===== config.mk =====
export PLATFORM = sky130hd
export DESIGN_NAME = mcpu_regfile_wb_ctrl
export DESIGN_NICKNAME = d
export VERILOG_FILES = /design/src/rtl/mcpu_regfile_wb_ctrl.sv
export SDC_FILE = /design/constraint.sdc
export NUM_CORES = 1
export LEC_CHECK = 0
export CAP_MARGIN = 15
export CORE_ASPECT_RATIO = 1.2
export CORE_MARGIN = 3
export CORE_UTILIZATION = 36
export DETAILED_ROUTE_END_ITERATION = 12
export GPL_TIMING_DRIVEN = 0
export PLACE_DENSITY_LB_ADDON = 0.05
export SETUP_SLACK_MARGIN = 0.15
export SYNTH_ARGS = -nofsm -noshare
export SYNTH_HDL_FRONTEND = slang
export SYNTH_SLANG_ARGS = --single-unit
export TNS_END_PERCENT = 30

===== constraint.sdc =====
create_clock -name clk -period 1.5 [get_ports clk]
set_input_delay 0.15 -clock clk [delete_from_list [all_inputs] [get_ports clk]]
set_output_delay 0.15 -clock clk [all_outputs]
set_load 0.005 [all_outputs]

===== src/rtl/mcpu_regfile_wb_ctrl.sv =====
// Register-file write-back controller: round-robin arbitration between the ALU and
// load write-back ports, plus a sequencer that clears every register one per cycle.
module mcpu_regfile_wb_ctrl #(
  parameter int WORD_SIZE         = 16,
  parameter int REGS_NUMBER_WIDTH = 4
) (
  input  logic                         clk,
  input  logic                         rst_n,
  input  logic                         clr_req,
  output logic                         clr_busy,
  input  logic                         alu_valid,
  output logic                         alu_ready,
  input  logic [REGS_NUMBER_WIDTH-1:0] alu_reg,
  input  logic [WORD_SIZE-1:0]         alu_data,
  input  logic                         ld_valid,
  output logic                         ld_ready,
  input  logic [REGS_NUMBER_WIDTH-1:0] ld_reg,
  input  logic [WORD_SIZE-1:0]         ld_data,
  output logic [REGS_NUMBER_WIDTH-1:0] rf_op1,
  output logic [WORD_SIZE-1:0]         rf_datatoload,
  output logic [1:0]                   rf_regsetcmd,
  output logic                         rf_regsetwb
);

  localparam int REGISTERS_NUMBER = 1 << REGS_NUMBER_WIDTH;
  localparam logic [REGS_NUMBER_WIDTH-1:0] LAST_INDEX = REGS_NUMBER_WIDTH'(REGISTERS_NUMBER - 1);

  localparam logic [1:0] CMD_WRITE = 2'b00;
  localparam logic [1:0] CMD_CLEAR = 2'b01;

  typedef enum logic {IDLE, CLEAR} state_t;

  state_t                         state;
  logic [REGS_NUMBER_WIDTH-1:0]   clr_index;
  logic                           last_ld;
  logic                           idle_free;
  logic                           clr_accept;
  logic                           grant_alu;
  logic                           grant_ld;

  // Grants are combinational; rst_n gating keeps them low while reset is asserted.
  always_comb begin
    idle_free  = rst_n && (state == IDLE) && !clr_req;
    clr_accept = rst_n && (state == IDLE) && clr_req;
    grant_alu  = idle_free && alu_valid && (!ld_valid || last_ld);
    grant_ld   = idle_free && ld_valid && (!alu_valid || !last_ld);
  end

  assign alu_ready = grant_alu;
  assign ld_ready  = grant_ld;
  assign clr_busy  = clr_accept || (rst_n && (state == CLEAR));

  always_ff @(posedge clk or negedge rst_n) begin
    if (!rst_n) begin
      state         <= IDLE;
      clr_index     <= '0;
      last_ld       <= 1'b1;
      rf_regsetwb   <= 1'b0;
      rf_regsetcmd  <= CMD_WRITE;
      rf_op1        <= '0;
      rf_datatoload <= '0;
    end else begin
      rf_regsetwb <= 1'b0;
      case (state)
        IDLE: begin
          if (clr_req) begin
            state     <= CLEAR;
            clr_index <= '0;
          end else if (grant_alu) begin
            rf_regsetwb   <= 1'b1;
            rf_regsetcmd  <= CMD_WRITE;
            rf_op1        <= alu_reg;
            rf_datatoload <= alu_data;
            last_ld       <= 1'b0;
          end else if (grant_ld) begin
            rf_regsetwb   <= 1'b1;
            rf_regsetcmd  <= CMD_WRITE;
            rf_op1        <= ld_reg;
            rf_datatoload <= ld_data;
            last_ld       <= 1'b1;
          end
        end
        CLEAR: begin
          // clr_req is deliberately ignored here: no restart, no queuing.
          rf_regsetwb  <= 1'b1;
          rf_regsetcmd <= CMD_CLEAR;
          rf_op1       <= clr_index;
          clr_index    <= clr_index + 1'b1;
          if (clr_index == LAST_INDEX) begin
            state <= IDLE;
          end
        end
        default: state <= IDLE;
      endcase
    end
  end

endmodule

==> impl_summary.md <==
Outcome
The run finished, with violations left. The final reports fail on setup timing.

GRT
The first global-routing pass estimated ~7000 microns of wire. The pin count of the biggest net entering global routing is 16. The number of global-route vias before repair is ~1400. The number of antenna violations at the first check in global routing was 0. The final global-route overflow total is 0.

The overall routing resource usage is a little under a fifth.

Detailed routing
The DRC marker count from the first detailed-route iteration is between 70 and 80. The routed layout has 1384 vias. The first-pass iteration count of the detailed router is 4.

The DRC violation count after routing is 0. The average via count per standard cell is roughly 5.0. After detailed routing, the average wire length per cell comes to approximately 16 microns. Wires add up to between 4000 and 5000 microns. The remaining number of nets flagged by the antenna check after routing is 0.

CTS
TritonCTS built the clock tree. For this design, the sink count on the clock tree is 28. The clock root buffer is sky130_fd_sc_hd__clkbuf_8. The later pin in the worst-skew pair is clocked with a latency of between 0.2 and 0.3 ns. The clock passes through at most 2 buffers. The CTS buffer count is 3. The H-tree depth is 1.

The clock transition time at the flip-flop clock pins of the worst setup and hold paths is 0.09 ns.

Cells and area
Relative to the synthesized area, the layout overhead comes to 74.5%. In the final design database the tool counted 270 nets. The utilization after layout is approximately two thirds. The count of inserted antenna diode cells is 0.

The layout has between 300 and 400 filler cells. The proportion of layout cells with a drive suffix above 1 is approximately a quarter.

Worst hold path
The startpoint of the most critical hold path is clr_req. The path type of the worst min-delay path is primary input to flip-flop.

Yosys
The number of different library cells used by synthesis comes to 31. The top cell type by total area after synthesis is sky130_fd_sc_hd__dfrtp_1. The number of nets in the synthesized netlist is between 150 and 200. The part of the Yosys area used for sequential elements is between 40% and 50%.

The top-area cell type share of the netlist area is around 47%. Each instance of the synthesized netlist takes up on average ~11 sq um. Ranked by total cell area, the synthesized netlist is headed by sky130_fd_sc_hd__dfrtp_1, sky130_fd_sc_hd__nor2_1, sky130_fd_sc_hd__a221oi_2. Synthesis produced around 140 cells. The post-synthesis instance area is about 0.0014 sq mm.

The count of state elements after synthesis is 28. The Yosys step of the flow raised 0 warnings.

Critical path
The setup check on the worst reg-to-reg path leaves a slack of -0.07 ns. The terminus of the critical flop-to-flop path is rf_datatoload[11]. The most critical setup path has its endpoint at ld_ready.

Tracing the worst setup path back leads to its startpoint at state. Traced cell by cell, the critical path runs through buf_6, nor3b_4, buf_6, and3_4, buf_6. In this run the worst path has a maximum fanout of 2. The category of the worst setup path capture point is an output port. The largest single stage delay on the critical path is slightly above 0.4 ns. The critical path data arrival time is between 1 and 1.5 ns. STA classifies the critical path startpoint as a flip-flop.

The largest individual stage delay along the critical path comes from the cell sky130_fd_sc_hd__dfrtp_1. The origin of the critical flop-to-flop path is state. Counting stages on the worst path, the most repeated cell is sky130_fd_sc_hd__buf_6. The number of cells on the worst reg-to-reg path is 7. The required time of the critical path is ~1.4 ns. The critical path class is flip-flop to output port.

Timing
Headroom to the max-slew limit came out at a little under three fifths. Setup repair after global routing could not meet its margin everywhere. The count of pins over their slew limit came to 0. The final count of negative-setup-slack endpoints is 18. The count of endpoints failing hold in the final timing report came to 0. The worst path uses 108% of the clock period. The time the worst path needs with I/O delays and setup is between 1.5 and 2 ns. Static timing analysis puts the maximum clock frequency at roughly 600 MHz. The clock arrives with 0.000736 ns of skew.

The slew at the pin closest to its max-slew limit is ~0.65 ns. The minimum setup slack in the final design is -0.124 ns.

Die
The core region is ~0.0037 sq mm. The area of the die is 0.00477 sq mm. The number of standard-cell rows in the floorplan is 24. The number of top-level pins is slightly above 70. The die outline height is about 75 microns. The starting density of the core is 38.4%. The floorplan step set the die width to about 64 microns.

Pwr
The ratio of total power to cell area is 1420 mW/mm^2. The total power is 3.54 mW. The leakage power is between 1 and 1.5 nW. IR analysis of the VDD net gives a maximum drop of roughly 0.90 mV.

Place
The number of input and output port buffers inserted is 69. Routability-driven placement finished with a final weighted congestion of between 0.7 and 0.8. The final HPWL from detailed placement is 3060 microns.

Before CTS, the worst setup slack after placement is -1.28 ns.

Run
The max capacitance violation total is 0.
[synth_stat cells]
cell,count
sky130_fd_sc_hd__a211o_1,1
sky130_fd_sc_hd__buf_6,4
sky130_fd_sc_hd__inv_1,2
sky130_fd_sc_hd__conb_1,1
sky130_fd_sc_hd__ha_1,1
sky130_fd_sc_hd__o21ai_0,3
sky130_fd_sc_hd__nor2b_1,1
sky130_fd_sc_hd__a221oi_1,8
sky130_fd_sc_hd__nor3b_4,1
sky130_fd_sc_hd__nand3_1,1
sky130_fd_sc_hd__buf_4,2
sky130_fd_sc_hd__and3_1,1
sky130_fd_sc_hd__nand2_1,9
sky130_fd_sc_hd__and2_1,1
sky130_fd_sc_hd__xor2_1,1
sky130_fd_sc_hd__mux2i_1,4
sky130_fd_sc_hd__a221oi_2,9
sky130_fd_sc_hd__a22o_1,1
sky130_fd_sc_hd__xnor2_1,1
sky130_fd_sc_hd__nand2b_1,6
sky130_fd_sc_hd__a41oi_1,1
sky130_fd_sc_hd__nor3_2,1
sky130_fd_sc_hd__nand3_4,1
sky130_fd_sc_hd__buf_2,2
sky130_fd_sc_hd__o221ai_1,3
sky130_fd_sc_hd__nor2_1,38
sky130_fd_sc_hd__o21a_1,1
sky130_fd_sc_hd__clkbuf_1,1
sky130_fd_sc_hd__dfrtp_1,27
sky130_fd_sc_hd__o21ai_2,1
sky130_fd_sc_hd__dfstp_2,1
[sequential cells by signal, indices dropped and copies added (netlist names)]
register       cells
rf_regsetwb        1
state              1
rf_regsetcmd       1
last_ld            1
rf_datatoload     16
clr_index          4
rf_op1             4
[worst min-delay path by stage]
stage / endpoint / slack [ns] / cells after the start
after floorplan: clr_index[0] / -0.15 / 0
after global placement: rf_regsetcmd[0] / 0.48 / 2
after detailed placement: rf_datatoload[14] / 0.49 / 2
after CTS: clr_index[1] / 0.43 / 2
after global routing: clr_index[2] / 0.46 / 2
final: clr_index[1] / 0.44 / 2
[worst max-delay path: cells and delay by family, from the launching register on]
family | cells | cell delay, ns
buffers and inverters | 3 | 0.37
DFF | 1 | 0.41
and+or+nand+nor | 2 | 0.43
[final cells by class]
| cell class | count | area [sq um] | area share, % |
|---|---|---|---|
| plain buffers | 9 | 93.8 | 3.76 |
| repair buffers | 84 | 837 | 33.6 |
| well taps | 52 | 65.1 | 2.61 |
| inverters | 2 | 7.51 | 0.301 |
| flip-flops and latches | 28 | 702 | 28.1 |
| multi-input cells | 96 | 744 | 29.8 |
| clock buffers | 4 | 45.0 | 1.81 |
[metrics by stage]
stage	hold slack (ns)	setup TNS, ns	instances	instance area [sq um]
floorplan	-0.146	0	135	1440
global placement	0.480	-39.16	256	2200
detailed placement	0.492	-24.51	257	2230
CTS	0.432	-0.576	273	2470
global route	0.456	-2.65	275	2490
finish	0.436	-0.787	275	2490
[repair_timing]
action                                  4_1_cts  5_1_grt
buffers inserted                              9        2
gates resized for setup                      45        3
hold endpoints to repair                     28        0
pin swaps                                    12        7
hold buffers                                  2        0
gates cloned                                  1        0
endpoints found under the setup margin       26       27
[cell families (layout without fill, tap and decap cells)]
kind of cell	Yosys count	after routing	synth area share, %
other cells	1	1	0.262
compound gates	28	28	20.2
buf+inv	11	99	5.69
xor+xnor	2	2	1.23
simple gates	60	60	19.9
mux	4	4	2.80
fa+ha+maj	1	1	0.875
flops	28	28	49.1
[layout by cell type, fill, tap and decap left out, types with 2 or more instances in the layout]
master                            Yosys  layout
sky130_fd_sc_hd__clkdlybuf4s50_1      0      63
sky130_fd_sc_hd__nor2_1              38      36
sky130_fd_sc_hd__dfrtp_1             27      27
sky130_fd_sc_hd__a221oi_2             9      17
sky130_fd_sc_hd__buf_4                2      11
sky130_fd_sc_hd__nand2_1              9       8
sky130_fd_sc_hd__buf_6                4       8
sky130_fd_sc_hd__nand2b_1             6       5
sky130_fd_sc_hd__clkbuf_8             0       4
sky130_fd_sc_hd__mux2i_1              4       4
sky130_fd_sc_hd__buf_2                2       3
sky130_fd_sc_hd__o21ai_0              3       3
sky130_fd_sc_hd__buf_8                0       2
sky130_fd_sc_hd__inv_1                2       2
sky130_fd_sc_hd__o221ai_1             3       2
sky130_fd_sc_hd__dlygate4sd3_1        0       2
[power breakdown]
group          switching (mW)  total, mW  internal [mW]  leakage [nW]
clock                   0.227      0.417          0.190        0.0228
sequential              0.240       1.37           1.13         0.326
combinational           0.679       1.75           1.07         0.701
total                    1.15       3.54           2.39          1.05
[per-layer routing]
metal  global-route usage (%)  vias up  wire length [microns]
li1                         -      660                      -
met1                     23.0      689                   1800
met2                     34.3       33                   2320
met3                     3.43        2                    199
met4                     4.80        0                     21
met5                        0        -                      0
Power figures use the tool's default switching activity.
